$ cat config.mk
export PLATFORM = sky130hd
export DESIGN_NAME = aes_byte_stream_adapter
export DESIGN_NICKNAME = d
export VERILOG_FILES = /design/src/rtl/aes_adapt_pkg.sv /design/src/rtl/aes_byte_collector.sv /design/src/rtl/aes_byte_stream_adapter.sv
export SDC_FILE = /design/constraint.sdc
export NUM_CORES = 1
export LEC_CHECK = 0
export ABC_AREA = 1
export BUFFER_PORTS_ARGS = -buffer_cell sky130_fd_sc_hd__buf_4
export CORE_AREA = 2 2 242 244
export CTS_BUF_LIST = sky130_fd_sc_hd__clkbuf_8
export CTS_CLUSTER_SIZE = 20
export DETAILED_ROUTE_END_ITERATION = 8
export DIE_AREA = 0 0 244 246
export PLACE_DENSITY_LB_ADDON = 0.25
export SLEW_MARGIN = 40
export SYNTH_ARGS = -nofsm -noshare
export SYNTH_HDL_FRONTEND = slang
export SYNTH_SLANG_ARGS = --single-unit
export TNS_END_PERCENT = 10
$ cat constraint.sdc
create_clock -name HCLK -period 1.91 [get_ports HCLK]
set_input_delay 0.0955 -clock HCLK [delete_from_list [all_inputs] [get_ports HCLK]]
set_output_delay 0.0955 -clock HCLK [all_outputs]
set_load 0.01 [all_outputs]
$ cat src/rtl/aes_adapt_pkg.sv
// Shared state encoding, block geometry and byte-select helper for the AES byte-stream adapter.
// Also imported by the collector so that BIST reuse sees the same byte ordering.
package aes_adapt_pkg;

  localparam int AES_BLK_BYTES = 16;
  localparam int AES_BYTE_W    = 8;
  localparam int AES_BLK_W     = AES_BLK_BYTES * AES_BYTE_W;

  typedef enum logic [2:0] {IDLE, CRST, LOAD, WAIT, COLLECT, DONE} adapt_state_e;

  // Byte i of a block, byte 0 being the most significant.
  function automatic logic [AES_BYTE_W-1:0] byte_at(input logic [AES_BLK_W-1:0] w,
                                                    input logic [3:0]           i);
    logic [AES_BLK_W-1:0] t;
    t = w << {i, 3'b000};
    return t[AES_BLK_W-1 -: AES_BYTE_W];
  endfunction

endpackage

$ cat src/rtl/aes_byte_collector.sv
// Shifts qualified bytes into a 128-bit word, first byte ending up MSB; one byte per enabled cycle.
// Saturates after 16 bytes: further enables are ignored until clr.
module aes_byte_collector
  import aes_adapt_pkg::*;
(
  input  logic                 clk,
  input  logic                 rst_n,
  input  logic                 clr,
  input  logic                 en,
  input  logic [AES_BYTE_W-1:0] din,
  output logic [AES_BLK_W-1:0]  sh,
  output logic [3:0]            cnt
);

  logic full;

  always_ff @(posedge clk or negedge rst_n) begin
    if (!rst_n) begin
      sh   <= '0;
      cnt  <= '0;
      full <= 1'b0;
    end else if (clr) begin
      sh   <= '0;
      cnt  <= '0;
      full <= 1'b0;
    end else if (en && !full) begin
      sh  <= {sh[AES_BLK_W-AES_BYTE_W-1:0], din};
      cnt <= cnt + 4'd1;
      if (cnt == 4'd15) full <= 1'b1;
    end
  end

endmodule

$ cat src/rtl/aes_byte_stream_adapter.sv
// Serialises key/plaintext to the 8-bit AES core and reassembles its ciphertext; first byte 1+RST_CYCLES after start.
// No backpressure: start is dropped unless idle; AES_ADAPT_WATCHDOG_EN bounds the wait for ciphertext.
module aes_byte_stream_adapter
  import aes_adapt_pkg::*;
#(
  parameter int unsigned RST_CYCLES     = 1,
  parameter int unsigned TIMEOUT_CYCLES = 4096
) (
  input  logic                  HCLK,
  input  logic                  HRESETn,
  input  logic                  start,
  input  logic                  abort,
  input  logic [AES_BLK_W-1:0]  key,
  input  logic [AES_BLK_W-1:0]  ptext,
  output logic                  busy,
  output logic [AES_BLK_W-1:0]  ctext,
  output logic                  ctext_vld,
  output logic                  err,
  output logic                  aes_rst,
  output logic [AES_BYTE_W-1:0] aes_key_in,
  output logic [AES_BYTE_W-1:0] aes_din,
  input  logic [AES_BYTE_W-1:0] aes_dout,
  input  logic                  aes_valid,
  input  logic                  aes_done
);

  adapt_state_e         state;
  logic [AES_BLK_W-1:0] key_sh;
  logic [AES_BLK_W-1:0] ptext_sh;
  logic [3:0]           idx;
  logic [31:0]          rst_cnt;
  logic                 col_en;
  logic [AES_BLK_W-1:0] col_sh;
  logic [3:0]           col_cnt;
  logic                 wd_fire;

  assign col_en = aes_valid && (state == WAIT || state == COLLECT);

  aes_byte_collector u_col (
    .clk   (HCLK),
    .rst_n (HRESETn),
    .clr   (state == IDLE),
    .en    (col_en),
    .din   (aes_dout),
    .sh    (col_sh),
    .cnt   (col_cnt)
  );

`ifdef AES_ADAPT_WATCHDOG_EN
  logic [31:0] wd_cnt;
  logic        unused_ok;

  assign unused_ok = aes_done;
  assign wd_fire   = (state == WAIT || state == COLLECT) && (wd_cnt == TIMEOUT_CYCLES - 1);

  always_ff @(posedge HCLK or negedge HRESETn) begin
    if (!HRESETn) begin
      wd_cnt <= '0;
      err    <= 1'b0;
    end else begin
      err <= wd_fire && !abort;
      if (state == WAIT || state == COLLECT) wd_cnt <= wd_cnt + 32'd1;
      else                                   wd_cnt <= '0;
    end
  end
`else
  logic unused_ok;

  // Completion is byte-count based, so aes_done is status only.
  assign unused_ok = aes_done ^ (TIMEOUT_CYCLES == 0);
  assign wd_fire   = 1'b0;
  assign err       = 1'b0;
`endif

  always_ff @(posedge HCLK or negedge HRESETn) begin
    if (!HRESETn) begin
      state      <= IDLE;
      busy       <= 1'b0;
      ctext      <= '0;
      ctext_vld  <= 1'b0;
      aes_rst    <= 1'b1;
      aes_key_in <= '0;
      aes_din    <= '0;
      key_sh     <= '0;
      ptext_sh   <= '0;
      idx        <= '0;
      rst_cnt    <= '0;
    end else begin
      ctext_vld <= 1'b0;
      if (state != IDLE && (abort || wd_fire)) begin
        // Cancelled runs leave ctext untouched and give the core a one-cycle reset.
        state      <= IDLE;
        busy       <= 1'b0;
        aes_rst    <= 1'b1;
        aes_key_in <= '0;
        aes_din    <= '0;
      end else begin
        case (state)
          IDLE: begin
            if (start && !abort) begin
              key_sh   <= key;
              ptext_sh <= ptext;
              busy     <= 1'b1;
              aes_rst  <= 1'b1;
              rst_cnt  <= '0;
              state    <= CRST;
            end else begin
              aes_rst <= 1'b0;
            end
          end
          CRST: begin
            if (rst_cnt == RST_CYCLES - 1) begin
              aes_rst    <= 1'b0;
              aes_key_in <= byte_at(key_sh, 4'd0);
              aes_din    <= byte_at(ptext_sh, 4'd0);
              idx        <= '0;
              state      <= LOAD;
            end else begin
              rst_cnt <= rst_cnt + 32'd1;
            end
          end
          LOAD: begin
            if (idx == 4'd15) begin
              aes_key_in <= '0;
              aes_din    <= '0;
              state      <= WAIT;
            end else begin
              idx        <= idx + 4'd1;
              aes_key_in <= byte_at(key_sh, idx + 4'd1);
              aes_din    <= byte_at(ptext_sh, idx + 4'd1);
            end
          end
          WAIT: begin
            if (aes_valid) state <= COLLECT;
          end
          COLLECT: begin
            if (aes_valid && col_cnt == 4'd15) state <= DONE;
          end
          DONE: begin
            ctext     <= col_sh;
            ctext_vld <= 1'b1;
            busy      <= 1'b0;
            state     <= IDLE;
          end
          default: state <= IDLE;
        endcase
      end
    end
  end

endmodule

Word level (Yosys, flattened, before mapping)
Cells that the tools add are included.
- add/sub/neg operators: 3
- equal/unequal tests: 16
- shift-type cells: 2
- muxes and demuxes: 37
- bitwise gates (word level): 1
- reduce and logical (&&, ||, !) cells: 27
- operators by type and width (cell ; number):
    $mux 128 ; 2
    $shl 128x7->128 ; 2
    $mux 32 ; 2
    $pmux 32 s2 ; 1
    $mux 8 ; 6
    $add 32x1->32 const B ; 1
    $logic_not 32->1 ; 1
    $pmux 8 s2 ; 2
    $mux 3 ; 6
    $mux 4 ; 4
    $pmux 3 s5 ; 1
    $reduce_bool 3->1 ; 4
    $mux 1 ; 10
    $reduce_and 2->1 ; 5
    $ne 3x3->1 const B ; 3
    $add 4x1->4 const B ; 2
    $eq 4x4->1 const B ; 2
    $ne 2x2->1 const B ; 4
    $pmux 4 s2 ; 1
    $reduce_and 4->1 ; 2
    $reduce_bool 2->1 ; 4
    $eq 3x2->1 const B ; 2
    $eq 3x3->1 const B ; 2
    $logic_and 1x1->1 ; 5
    10 further kinds ; 12
- flip-flop bits (word level): 575
- input bits: 270
- output and inout bits: 148

Longest topological paths before layout
- depth after elaboration: 6
- depth in mapped cells: 13

Hierarchy
From an unflattened synthesis, not the netlist that was laid out.
- cell total of the unflattened synthesis: 2998
- area total of the unflattened synthesis: 26345.3 µm²
- modules (own cells, without submodules) (module ; times used ; cells each ; area each (µm²) ; sequential area each (µm²)):
    aes_byte_stream_adapter ; 1 ; 2464 ; 20920.1 ; 11061.9
    aes_byte_collector ; 1 ; 534 ; 5425.2 ; 3328.2

Worst setup path before layout
Ideal clock, no wire load.
- path type: flip-flop to flip-flop
- start: reg idx[1]
- end: reg aes_key_in[2]
- setup time: 0.116 ns
- data arrival time: 1.622 ns
- path slack: 0.172 ns
- cell stages (with the launch flop): 13
- buffers on the path: 2
- clock period less this slack: 1.738 ns
- cell sequence: dfrtp_1 > ha_1 > buf_2 > buf_1 > nor2_1 > nand2_1 > nand3_1 > nand3_1 > nand2_1 > nand2_1 > nand2_1 > nand2_1 > nand2_1
- word-level cells in the longest chain between the ends: 5
- RTL lines (item ; RTL line ; text):
    from (decl) ; aes_byte_stream_adapter.sv:30 ; logic [3:0] idx;
    from (signal assigned) ; aes_byte_stream_adapter.sv:128 ; idx <= idx + 4'd1;
    $add 4x1->4 ; aes_byte_stream_adapter.sv:129 ; aes_key_in <= byte_at(key_sh, idx + 4'd1);
    $shl 128x7->128 ; aes_adapt_pkg.sv:15 ; t = w << {i, 3'b000};
    $mux 8 * ; aes_byte_stream_adapter.sv:123 ; if (idx == 4'd15) begin
    $pmux 8 s2 * ; aes_byte_stream_adapter.sv:98 ; case (state)
    $mux 8 * ; aes_byte_stream_adapter.sv:90 ; if (state != IDLE && (abort || wd_fire)) begin
    to (signal assigned) ; aes_byte_stream_adapter.sv:114 ; aes_key_in <= byte_at(key_sh, 4'd0);
    to (signal assigned) ; aes_byte_stream_adapter.sv:129 ;
    to (decl) ; aes_byte_stream_adapter.sv:20 ; output logic [AES_BYTE_W-1:0] aes_key_in,
Mark *: on every way between the ends. The rest lies on a longest branch, timed or not.
A chain may end at the register's enable or synchronous reset.

Worst setup path in the final report
- start: reg idx[0]
- end: reg aes_key_in[3]
The elaborated chain is that of the path after synthesis.

==> results by stage <==
Clock network:
- The maximum count of clock buffers along a single path is 3.
- The later-pin clock latency in the skew report is 0.71 ns.
- The number of clock sinks is 575.
- The clock slew at the register clock pins of the worst setup and hold paths is 0.07 ns.
- The H-tree was split into 3 levels.
- TritonCTS built the clock tree.
- In this run, CTS created clock tree buffers numbering 94.
- The root buffer selected by CTS is clkbuf_8.

GRT:
- The via count of the first global-routing pass is 24115.
- The initial antenna violation count is 4.
- The aggregate global-route resource usage is 28.1%.
- Entering global routing, the biggest net connects 76 pins.
- The total global routing overflow is 0.
- The first global-routing pass estimated 132000 µm of wire.

Route:
- In the final routing, the length of wire on met1 measures 35100 µm.
- The count of vias placed by the detailed router is 23845.
- The routed design uses 40300 µm of met2 wire.
- Dividing the detail-routed via count by the number of cells gives 5.08.
- In the routed design, unresolved DRC markers number 0.
- The routed design uses 6120 µm of met3 wire.
- The first routing iteration left 2075 violations.
- The highest signal layer in the routed design is met5.
- The number of nets still failing antenna checks after routing is 0.
- The first detailed-routing pass ran for 6 iterations.
- The wire length reported by the detailed router is 85900 µm.
- In the final routed layout, each cell accounts on average for 18.3 µm.

Timing:
- Summed over all failing endpoints, the final setup total negative slack is 0 ns.
- The final count of negative-setup-slack endpoints is 0.
- The final hold violation count was 0.
- The highest clock frequency the design can meet is 532 MHz.
- The number of pins exceeding their max-slew limit in the final report came to 0.
- The final period demand of the worst path is 1.88 ns.
- The worst clock skew is 0.0543 ns.
- The final critical path takes up 98.5% of the cycle.
- Setup repair after global routing could not meet its margin everywhere.

Layout:
- The area overhead of the layout relative to synthesis is 39.1%.
- The share of layout cells above drive strength 1 is 19.2%.
- The core occupancy in the finished layout is 61.8%.
- The post-layout net count is 4127.
- The non-filler instance count after layout is 4696.

Setup path:
- The critical register-to-register path startpoint is idx[0].
- STA classifies the critical path startpoint as a flip-flop.
- The number of cells on the worst reg-to-reg path is 11.
- The worst setup path is captured at a flip-flop.
- The required arrival time at the worst endpoint is 2.56 ns.
- The endpoint identified for the worst register-to-register timing path is aes_key_in[3].
- The critical path arrival is 2.53 ns.
- The setup slack of the most critical reg-to-reg path is 0.03 ns.
- The worst setup path is of the flip-flop to flip-flop kind.
- The worst-path maximum fanout is 17.

Power and ir drop:
- Combinational logic burns 39.7% of the power.
- The sequential share of power is 36.0%.
- The share of total power dissipated in the clock network is 24.3%.
- The internal power component is 27.7 mW.
- The static leakage is 17.2 nW.
- The power density over the cells is 1270 nW/µm².
- VDD sags by at most 0.000699 V.
- The switching power summed over all nets is 17.5 mW.
- In this run switching power makes up 38.7% of total power.

Yosys:
- The cell taking the most area after synthesis is dfrtp_1.
- The synthesized net count is 3392.
- Summing the areas of all and, or, nand and nor instances in the mapped netlist gives 22.4% of the synthesized area.
- In this run the biggest area consumer among cell types represents 56.3% of the synthesized area.
- The most used flip-flop cell after synthesis is dfrtp_1.
- After synthesis, the cell types taking the most area are dfrtp_1 (56%), nand2_1 (14%), o21ai_0 (7.8%).
- After Yosys synthesis, full adders, half adders and majority gates account for 0.196% of the synthesized area.
- The number of warnings printed during yosys synthesis is 0.
- Synthesis inferred 575 register bits.
- By count the netlist is led by nand2_1 (971), dfrtp_1 (574), o21ai_0 (395), inv_1 (391), nand3_1 (255).
- In this run the mean area of a mapped cell was 8.18 µm².
- In this run, distinct cell masters in the synthesized netlist total 34.
- The synthesized netlist occupies a cell area of 25500 µm².
- By area, the combinational part of the netlist is dominated by simple AND/OR/NAND/NOR gates.
- The number of synthesized flops with an enable pin is 0.
- The number of cells produced by synthesis is 3118.
- For this run, the register share of the synthesized area comes to 56.4%.
- Counting flops with an async set or reset pin after synthesis yields a share of 100%.
- The synthesized netlist devotes 10.9% of its cell area to compound gates.
- The most instantiated library cell after synthesis is nand2_1.
- The synthesized netlist devotes 0.893% of its cell area to XOR and XNOR gates.
- Of the post-synthesis cell area, the part taken by muxes is 0%.

Die:
- The die is 246 µm tall.
- The die area is 60000 µm².
- The initialized floorplan defines 88 standard-cell rows.
- The die width is 244 µm.
- The I/O pin count is 418.
- The region available for standard cell placement spans 57400 µm².
- The starting utilization of the core area is 44.4%.

Place:
- The cell total after placement is 4232.
- The HPWL reported at the end of detailed placement is 55800 µm.
- The final weighted congestion of routability-driven global placement is 0.922.
- Port buffering added 415 buffers.

Worst hold path:
- The path type of the worst min-delay path is primary input to async pin.

Status:
- The run finished with clean final reports.

Flow run:
- The count of max-cap constraint violations is 0.
registers in the layout, indices dropped and copies added (netlist names), 3 cells and up:
register,count
ctext,128
key_sh,128
ptext_sh,128
u_col.sh,128
rst_cnt,32
aes_din,8
aes_key_in,8
idx,4
u_col.cnt,4
state,3
area by class of cell:
class / instances / area, µm²
Sequential cell: 575 / 14400
Clock inverter: 55 / 359
Tap cell: 765 / 957
Clock buffer: 113 / 1560
Fill cell: 4807 / 21900
Multi-Input combinational cell: 1964 / 9010
Antenna cell: 6 / 15.0
Timing Repair Buffer: 821 / 7690
Inverter: 397 / 1500
timing repair:
item	CTS	global route
hold buffers	269	0
gates resized for setup	5	55
cloned	3	10
endpoints found under the setup margin	5	103
hold endpoints to repair	874	0
pin swaps	0	9
setup buffers	0	8
worst max-delay path by stage:
stage	startpoint	endpoint	slack [ns]	cells after the start
after detailed placement	idx[0]	aes_din[5]	-0.07	11
after global placement	idx[0]	aes_din[5]	-0.08	11
after floorplan	idx[1]	aes_key_in[2]	0.17	12
after CTS	idx[0]	aes_din[5]	-0.003	11
final	idx[0]	aes_key_in[3]	0.03	11
after global routing	idx[0]	aes_din[5]	-0.06	11
power groups by stage:
stage	combinational (mW)	clock (mW)	sequential, mW
floorplan	9.93	0	16.1
global placement	15.3	0	16.3
detailed placement	15.3	0	16.4
CTS	16.3	11.2	16.2
global route	19.7	11.7	16.5
finish	17.9	11.0	16.3
metal layers:
layer / track usage, % / vias up
met5: 0 / -
met4: 13.9 / 2
met3: 5.56 / 243
met2: 45.7 / 1010
met1: 35.9 / 11284
li1: - / 11306
worst max-delay path, cell delays in order (launching register included):
cell and delay (ns):
dfrtp_4 0.49, ha_4 0.32, buf_12 0.16, buf_16 0.17
nand3_1 0.13, nand3_1 0.11, nand3_1 0.12, nand2_1 0.09
nand2_1 0.05, nand2_1 0.06, nand2_1 0.04, nand2_1 0.06
cell usage in the layout (no fill, tap or decap), types with 10 or more instances in the layout:
cell,instances
nand3_1,224
buf_4,488
xor2_1,19
dfrtp_1,571
clkbuf_8,113
nor2_1,158
inv_1,424
o21ai_1,14
o22ai_1,106
dlygate4sd3_1,268
buf_12,40
nand3_2,29
nand2_1,970
clkinv_2,10
o21ai_0,395
through the flow:
step | setup WS, ns | instance area (µm²) | power [mW] | hold WS (ns)
after CTS | -0.00261 | 35000 | 43.7 | 0.0782
final | 0.0291 | 35500 | 45.2 | 0.120
after floorplan | 0.172 | 25500 | 26.0 | -0.200
after global routing | -0.0618 | 35500 | 47.9 | 0.129
after detailed placement | -0.0706 | 30200 | 31.8 | 0.0440
after global placement | -0.0836 | 30200 | 31.6 | 0.0491
kinds of logic (layout without fill, tap and decap cells):
kind of cell,after synthesis,in the layout
compound gates,524,524
xor+xnor,23,23
fa+ha+maj,4,4
buf+inv,579,1386
flops,575,575
other cells,1,7
simple gates,1412,1412
No activity file was read; power rests on OpenSTA's default activity.
